==> config.mk <==
export PLATFORM = sky130hd
export DESIGN_NAME = i2c_arbiter
export DESIGN_NICKNAME = d
export VERILOG_FILES = /design/src/rtl/i2c_arbiter.sv
export SDC_FILE = /design/constraint.sdc
export NUM_CORES = 1
export LEC_CHECK = 0
export CORE_ASPECT_RATIO = 1.5
export CORE_MARGIN = 4
export CORE_UTILIZATION = 36
export DETAILED_ROUTE_END_ITERATION = 8
export DONT_BUFFER_PORTS = 1
export PLACE_DENSITY = 0.51
export SLEW_MARGIN = 5
export SYNTH_ARGS = -nofsm -noshare
export SYNTH_HDL_FRONTEND = slang
export SYNTH_SLANG_ARGS = --single-unit
==> constraint.sdc <==
create_clock -name clk -period 5.5 [get_ports clk]
set_clock_uncertainty 0.1 [all_clocks]
set_input_delay 0.55 -clock clk [delete_from_list [all_inputs] [get_ports clk]]
set_output_delay 0.55 -clock clk [all_outputs]
set_load 0.01 [all_outputs]
==> src/rtl/i2c_arbiter.sv <==
`default_nettype none
// ============================================================================
// Module   : i2c_arbiter
// Purpose  : Round-robin arbiter that shares one I2C master between
//            NUM_REQ requesters. A granted request is latched and launched
//            with a single m_start pulse. The owner then receives one
//            completion pulse, either on m_done or on a watchdog timeout
//            (the timeout also aborts the master). A fixed bus-free gap
//            follows every transaction.
// Revision : 1.0 - initial release
// ----------------------------------------------------------------------------
// Ports
//   clk          system clock, rising edge
//   rst_n        asynchronous active-low reset
//   req_valid    per-requester request
//   req_addr     packed 7-bit addresses, requester i at [7i+6:7i]
//   req_data     packed write bytes, requester i at [8i+7:8i]
//   req_ready    one-hot, 1-cycle accept pulse
//   rsp_valid    one-hot, 1-cycle completion pulse to the owner
//   rsp_nack     slave NACK status, qualified by rsp_valid
//   rsp_timeout  watchdog timeout status, qualified by rsp_valid
//   m_start      1-cycle start pulse to the master
//   m_abort      1-cycle abort pulse to the master (forces STOP)
//   m_addr       latched address to the master
//   m_data       latched write byte to the master
//   m_busy       master busy; no grant is made while it is high
//   m_done       1-cycle pulse at the end of a master transaction
//   m_nack       master NACK status, valid with m_done
//   owner_id     index of the current or last granted requester
//   arb_busy     high in every state except IDLE
// ============================================================================
module i2c_arbiter #(
  parameter int NUM_REQ        = 4,
  parameter int TIMEOUT_CYCLES = 4096,
  parameter int GAP_CYCLES     = 64
) (
  input  logic                       clk,
  input  logic                       rst_n,
  input  logic [NUM_REQ-1:0]         req_valid,
  input  logic [NUM_REQ*7-1:0]       req_addr,
  input  logic [NUM_REQ*8-1:0]       req_data,
  output logic [NUM_REQ-1:0]         req_ready,
  output logic [NUM_REQ-1:0]         rsp_valid,
  output logic                       rsp_nack,
  output logic                       rsp_timeout,
  output logic                       m_start,
  output logic                       m_abort,
  output logic [6:0]                 m_addr,
  output logic [7:0]                 m_data,
  input  logic                       m_busy,
  input  logic                       m_done,
  input  logic                       m_nack,
  output logic [$clog2(NUM_REQ)-1:0] owner_id,
  output logic                       arb_busy
);

  localparam int ID_W    = $clog2(NUM_REQ);
  // One counter serves both the WAIT watchdog and the GAP timer.
  localparam int CNT_MAX = (TIMEOUT_CYCLES > GAP_CYCLES) ? TIMEOUT_CYCLES : GAP_CYCLES;
  localparam int CNT_W   = $clog2(CNT_MAX + 1);
  localparam logic [CNT_W-1:0] TIMEOUT_LAST = CNT_W'(TIMEOUT_CYCLES - 1);
  localparam logic [CNT_W-1:0] GAP_LAST     = CNT_W'(GAP_CYCLES - 1);
  localparam logic [ID_W-1:0]  LAST_ID      = ID_W'(NUM_REQ - 1);

  typedef enum logic [1:0] {
    ST_IDLE  = 2'd0,
    ST_ISSUE = 2'd1,
    ST_WAIT  = 2'd2,
    ST_GAP   = 2'd3
  } state_t;

  state_t              state, state_nxt;
  logic [ID_W-1:0]     rr_ptr, rr_ptr_nxt, owner_nxt;
  logic [CNT_W-1:0]    cnt, cnt_nxt;
  logic [NUM_REQ-1:0]  req_ready_nxt, rsp_valid_nxt;
  logic                rsp_nack_nxt, rsp_timeout_nxt, m_start_nxt, m_abort_nxt;
  logic [6:0]          m_addr_nxt;
  logic [7:0]          m_data_nxt;

  logic [6:0]          addr_arr [NUM_REQ];
  logic [7:0]          data_arr [NUM_REQ];

  logic                found;
  logic [ID_W-1:0]     winner;

  generate
    for (genvar g = 0; g < NUM_REQ; g++) begin : g_unpack
      assign addr_arr[g] = req_addr[7*g +: 7];
      assign data_arr[g] = req_data[8*g +: 8];
    end
  endgenerate

  // Round-robin search: the first active requester at or above rr_ptr,
  // wrapping around to index 0.
  always_comb begin
    int              idx;
    logic [ID_W-1:0] cand;
    found  = 1'b0;
    winner = rr_ptr;
    idx    = 0;
    cand   = '0;
    for (int k = 0; k < NUM_REQ; k++) begin
      idx  = (int'(rr_ptr) + k) % NUM_REQ;
      cand = ID_W'(idx);
      if (!found && req_valid[cand]) begin
        found  = 1'b1;
        winner = cand;
      end
    end
  end

  // Next state and next registered outputs. Every output is registered so
  // that the asynchronous reset alone forces it to zero.
  always_comb begin
    state_nxt       = state;
    rr_ptr_nxt      = rr_ptr;
    owner_nxt       = owner_id;
    cnt_nxt         = cnt;
    req_ready_nxt   = '0;
    rsp_valid_nxt   = '0;
    rsp_nack_nxt    = 1'b0;
    rsp_timeout_nxt = 1'b0;
    m_start_nxt     = 1'b0;
    m_abort_nxt     = 1'b0;
    m_addr_nxt      = m_addr;
    m_data_nxt      = m_data;

    case (state)
      ST_IDLE: begin
        if (found && !m_busy) begin
          req_ready_nxt = NUM_REQ'(1) << winner;
          m_addr_nxt    = addr_arr[winner];
          m_data_nxt    = data_arr[winner];
          owner_nxt     = winner;
          rr_ptr_nxt    = (winner == LAST_ID) ? '0 : winner + ID_W'(1);
          state_nxt     = ST_ISSUE;
        end
      end

      ST_ISSUE: begin
        m_start_nxt = 1'b1;
        cnt_nxt     = '0;
        state_nxt   = ST_WAIT;
      end

      ST_WAIT: begin
        // m_done is tested first so a completion on the expiry cycle wins.
        if (m_done) begin
          rsp_valid_nxt = NUM_REQ'(1) << owner_id;
          rsp_nack_nxt  = m_nack;
          cnt_nxt       = '0;
          state_nxt     = ST_GAP;
        end else if (cnt == TIMEOUT_LAST) begin
          rsp_valid_nxt   = NUM_REQ'(1) << owner_id;
          rsp_timeout_nxt = 1'b1;
          m_abort_nxt     = 1'b1;
          cnt_nxt         = '0;
          state_nxt       = ST_GAP;
        end else begin
          cnt_nxt = cnt + CNT_W'(1);
        end
      end

      ST_GAP: begin
        if (cnt == GAP_LAST) begin
          cnt_nxt   = '0;
          state_nxt = ST_IDLE;
        end else begin
          cnt_nxt = cnt + CNT_W'(1);
        end
      end

      default: state_nxt = ST_IDLE;
    endcase
  end

  always_ff @(posedge clk or negedge rst_n) begin
    if (!rst_n) begin
      state       <= ST_IDLE;
      rr_ptr      <= '0;
      owner_id    <= '0;
      cnt         <= '0;
      req_ready   <= '0;
      rsp_valid   <= '0;
      rsp_nack    <= 1'b0;
      rsp_timeout <= 1'b0;
      m_start     <= 1'b0;
      m_abort     <= 1'b0;
      m_addr      <= '0;
      m_data      <= '0;
    end else begin
      state       <= state_nxt;
      rr_ptr      <= rr_ptr_nxt;
      owner_id    <= owner_nxt;
      cnt         <= cnt_nxt;
      req_ready   <= req_ready_nxt;
      rsp_valid   <= rsp_valid_nxt;
      rsp_nack    <= rsp_nack_nxt;
      rsp_timeout <= rsp_timeout_nxt;
      m_start     <= m_start_nxt;
      m_abort     <= m_abort_nxt;
      m_addr      <= m_addr_nxt;
      m_data      <= m_data_nxt;
    end
  end

  assign arb_busy = (state != ST_IDLE);

endmodule
`default_nettype wire

Word level (Yosys, flattened, before mapping)
Index checks and enable logic that the tools add are counted.
W data, S select, Z words.
{"block": "word_totals", "register_bits": 45, "inputBits": 69, "output_inout_bits": 30, "elab_cells": 88}
{"block": "classes", "n_addsub": 5, "n_lt_le_gt_ge": 5, "n_eq_ne": 9, "n_shift": 2, "mux": 42, "n_bitwise": 1, "n_reduce_logical": 13}
{"cell": "$mux W13", "n": 3}
{"cell": "$pmux W13 S3", "n": 1}
{"cell": "$mux W4", "n": 5}
{"cell": "$bmux W8 S2", "n": 1}
{"cell": "$mux W2", "n": 8}
{"cell": "$mux W8", "n": 2}
{"cell": "$bmux W7 S2", "n": 1}
{"cell": "$mux W1", "n": 14}
{"cell": "$mux W7", "n": 2}
{"cell": "$add A13 B1 Y13 const B", "n": 1}
{"cell": "$eq A13 B12 Y1 const B", "n": 1}
{"cell": "$eq A13 B6 Y1 const B", "n": 1}
{"cell": "$lt A2 B3 Y1 const B", "n": 4}
{"cell": "$bmux W1 S2", "n": 4}
{"cell": "$pmux W2 S4", "n": 1}
{"cell": "$shl A1 B2 Y4 const A", "n": 2}
{"cell": "$eq A2 B2 Y1 const B", "n": 3}
{"cell": "$add A2 B1 Y2 const B", "n": 2}
{"cell": "$add A2 B2 Y2 const B", "n": 2}
{"cell": "$logic_and A1 B1 Y1", "n": 4}
{"cell": "$logic_not A1 Y1", "n": 4}
{"cell": "$ne A2 B2 Y1 const B", "n": 2}
{"cell": "$ge A3 B3 Y1 const B", "n": 1}
{"cell": "$ne A3 B3 Y1 const B", "n": 1}
{"cell": "7 further kinds", "n": 7}

Logic depth before layout (Yosys ltp)
{"block": "depth", "ltp_word": 16, "mapped_depth": 8, "mapped_depth_nobuf": 7}

Worst setup path before layout
No wires, ideal clock.
{"block": "synth_timing", "path_type": "register to register", "startpoint": "register state[0]", "endpoint": "register m_addr[0]", "t_arrival_ns": 1.881, "setup_slack_ns": 3.377, "stages_incl_launch_ff": 9, "n_path_buf": 2, "synth_period_minus_slack_ns": 2.123, "cell_sequence": "dfrtp_1 > inv_1 > ha_1 > inv_1 > nor3_2 > nor2b_1 > clkbuf_1 > clkbuf_1 > a211oi_1"}
{"block": "synth_between", "elab_chain_len": 2}
{"item": "start: declaration", "line_no": "72", "text": "state_t state, state_nxt;"}
{"item": "start signal: assignment", "line_no": "192", "text": "state <= state_nxt;"}
{"item": "$logic_not A2 Y1", "line_no": "128", "text": "case (state)"}
{"item": "$reduce_and A2 Y1 (no line)"}
{"item": "end signal: assignment", "line_no": "202", "text": "m_addr <= m_addr_nxt;"}
{"item": "end: declaration", "line_no": "48", "text": "output logic [6:0] m_addr,"}
Every way passes these cells.
A chain may end at the register's enable or synchronous reset.

Worst setup path in the final report
{"block": "layout_timing", "startpoint": "register rr_ptr[1]", "endpoint": "register m_data[3]"}
{"block": "layout_between", "elab_chain_len": 16, "word_cells_on_any_way": 30, "classes_between": "add/sub: 3; mux: 18; bitwise: 1; reduce/logical: 8"}
{"item": "start: declaration", "line_no": "73", "text": "logic [ID_W-1:0] rr_ptr, rr_ptr_nxt, owner_nxt;"}
{"item": "start signal: assignment", "line_no": "193", "text": "rr_ptr <= rr_ptr_nxt;"}
{"item": "parallel branches: the longest is 11 deep, another holds $add A2 B1 Y2"}
{"item": "$mux W2 *", "line_no": "105", "text": "if (!found && req_valid[cand]) begin"}
{"item": "via winner[0]", "line_no": "84", "text": "logic [ID_W-1:0] winner;"}
{"item": "$not A2 Y3 (implied by the code) *", "line_no": "133", "text": "m_data_nxt = data_arr[winner];"}
{"item": "$bmux W8 S2 *", "line_no": "133"}
{"item": "$mux W8 (implied by the code) * (2 in series)", "line_no": "133"}
{"item": "end signal: assignment", "line_no": "203", "text": "m_data <= m_data_nxt;"}
{"item": "end: declaration", "line_no": "49", "text": "output logic [7:0] m_data,"}
Mark *: on every way through the listed nets, which the timed path passes. The select of a mux whose other input is x is not followed.

==> out/qor.txt <==
status: finished clean
CP Data Required Time: 5560 ps
CTS tree: built
Hold Fails Final Rpt: 0
GR Util All Layers: 14.2%
vias per inst: 5.77
Hold Crit Start: m_done
RSZ-0062 raised after global routing: false
IO buf count: 0
Fmax: 374 MHz
Final ANT Viol Nets: 0
clock network power share: 17.4%
FF+latch area: 1130 um2
Internal Power: 0.716 mW
FP Rows: 37
Sink Count: 45
Worst-path clk slew: 90 ps
Netlist cell types: 47
yosys warns: 0
synthesized cell area: 2520 um2
Mapped Nets: 323
Worst Hold Path Cells: 1
Synth Flop Type: dfrtp_1
reg2reg setup slack: 2830 ps
Power, Total: 1.21 mW
Post-Syn Instances: 244
cells on worst reg2reg path: 6
total core area: 6850 um2
CP endpoint kind: flop
dpl hpwl: 4340 um
Critical Path AT: 2740 ps
Period minus WS final: 2670 ps
Final Core Density: 39.5%
clock latency on the worst-skew pair: 300 ps
Placer Congestion: 0.681
largest net degree at the start of global routing: 46
Max VDD drop: 0.188 mV
reg2reg end: m_data[3]
Least-Margin Pin Slew: 951 ps
asr flop ratio synth: 100%
sequential power share: 45.3%
top cells by area, synth: dfrtp_1, a211oi_1, mux2i_1, and4_1, ha_1
syn_area_per_cell: 10.3 um2
# diodes: 0
Place WS: 2660 ps
Setup Crit Path Kind: reg2reg
fraction of layout cells with a size suffix above 1: 9.84%
synth-to-layout area growth: 7.35%
hold slack: 298 ps
max_cap viols: 0
GRT overflow: 0
Initial DRT Pass Iterations: 4
peak fanout along the critical path: 32
reg-to-reg startpoint: rr_ptr[1]
Hold WC Path Type: in2reg
first-pass GRT wire length: 9820 um
cts hold-fix bufs: 2
Seq/Total Area, Yosys: 44.7%
Layout fillers: 691
flop and latch count out of synthesis: 45
crit start category: flop
TNS Setup: 0 ps
top-count cell post-synth: dfrtp_1
Net Switching: 0.493 mW
antenna violations before repair: 0
die area: 8430 um2
combinational share of power: 37.3%
die extent in x: 76.3 um
Die Y-Extent: 110 um
LEAKAGE: 1.16 nW
Inserted Clock Buffers: 5
Hold Crit Endpoint: rsp_nack
Via Count: 1857
initial core utilization: 36.8%
Final WS setup: 2830 ps
commonest cells in the netlist: dfrtp_1, nor2_1, a211oi_1, and4_1, mux2i_1
post-route clock period utilization: 48.6%
DRC errors left: 0
H-tree Lvls: 2
dominant cell type by area after synthesis: dfrtp_1
WL/cell: 18.1 um
EDFF count, synth: 0
Nets: 322
Cell Pwr Density: 447 nW/um2
Post CTS Setup Buffer Count: 0
I/O Pins: 99
Iter 0 DRT Violations: 45
number of global-route vias before repair: 1991
Multi-input gate area: 1300 um2
WL final: 5830 um
max-slew violations: 0
Post-CTS Resized: 0
final setup vio count: 0
Worst slew margin: 36.4%
Sw Share: 40.8%
top cell type's share of synthesized area: 44.7%
root buf cell: clkbuf_8
deepest clock path buffer count: 2
per-layer routing:
layer / routed length (um) / GRT usage, % / part of all wire, %
met4: 79 / 5.08 / 1.4
met1: 2110 / 15.2 / 36
met3: 457 / 4.24 / 7.8
met5: 0 / 0 / 0
met2: 3180 / 26.1 / 55
state kept, by name, indices dropped and copies added, names as in the netlist:
register / count
m_start: 1
cnt: 13
state: 2
m_data: 8
m_addr: 7
req_ready: 4
rr_ptr: 2
m_abort: 1
owner_id: 2
rsp_valid: 4
rsp_nack: 1
worst max path at each step:
stage | depth (start not counted) | slack [ps] | startpoint | end
floorplan | 8 | 3380 | state[0] | m_addr[0]
global placement | 6 | 2720 | req_valid[0] | m_data[3]
detailed placement | 6 | 2660 | req_valid[0] | m_data[2]
CTS | 6 | 2800 | rr_ptr[1] | m_data[3]
global route | 6 | 2490 | rr_ptr[1] | m_addr[2]
finish | 6 | 2830 | rr_ptr[1] | m_data[3]
power groups by stage:
stage	Combinational, mW	Clock [mW]	Sequential (mW)
final	0.451	0.211	0.548
after global routing	0.514	0.234	0.564
after CTS	0.462	0.219	0.554
after detailed placement	0.453	0	0.560
after global placement	0.445	0	0.558
after floorplan	0.379	0	0.526
final cells by class:
cell class / instances / share of cell area, %
well taps: 78 / 3.61
clock buffers: 5 / 2.55
clock inverters: 3 / 0.787
inverters: 7 / 0.972
repair buffers: 5 / 2.22
multi-input cells: 179 / 48.2
flip-flops and latches: 45 / 41.6
worst max-delay path: stages (launching register included):
cell and delay [ps]:
dfrtp_1 440, a21boi_0 110, o21bai_1 730, and3_1 400, inv_2 310, a211oi_1 350
a211oi_1 80
metrics by stage:
| step | instance area (um2) | std cells |
|---|---|---|
| finish | 2700 | 322 |
| global route | 2700 | 322 |
| CTS | 2700 | 322 |
| detailed placement | 2580 | 312 |
| global placement | 2580 | 312 |
| floorplan | 2520 | 244 |
kinds of logic (layout without fill, tap and decap cells):
family / count (synthesis) / count (layout) / synth area share, %
DFF: 45 / 45 / 44.7
xor gates and xnor gates: 10 / 10 / 3.48
muxes: 18 / 18 / 7.45
AOI/OAI and AO/OA: 48 / 48 / 14.2
adders and majority gates: 10 / 10 / 4.97
buffers and inverters: 20 / 20 / 3.53
and+or+nand+nor: 93 / 93 / 21.7
cells in the final DEF (no fill, tap or decap), types with 2 or more instances in the layout:
master,netlist,layout
a21o_1,2,2
a21oi_1,2,2
and2_1,4,4
mux2i_1,15,15
nor2b_1,5,5
nand4b_1,2,2
and3_1,3,3
nor3b_1,3,3
mux2_2,2,2
inv_1,6,6
nor3_1,4,4
nor4_1,3,3
nand2b_1,2,2
nand4_1,3,3
a211oi_1,30,30
xnor2_1,6,6
and4_1,15,15
xor2_1,4,4
nand3b_1,2,2
clkbuf_8,0,5
buf_4,3,3
dfrtp_1,45,45
o21bai_1,3,3
nand2_1,4,4
ha_1,10,10
nor2_1,33,33
o21ai_0,4,4
No activity file was read; power rests on OpenSTA's default activity.
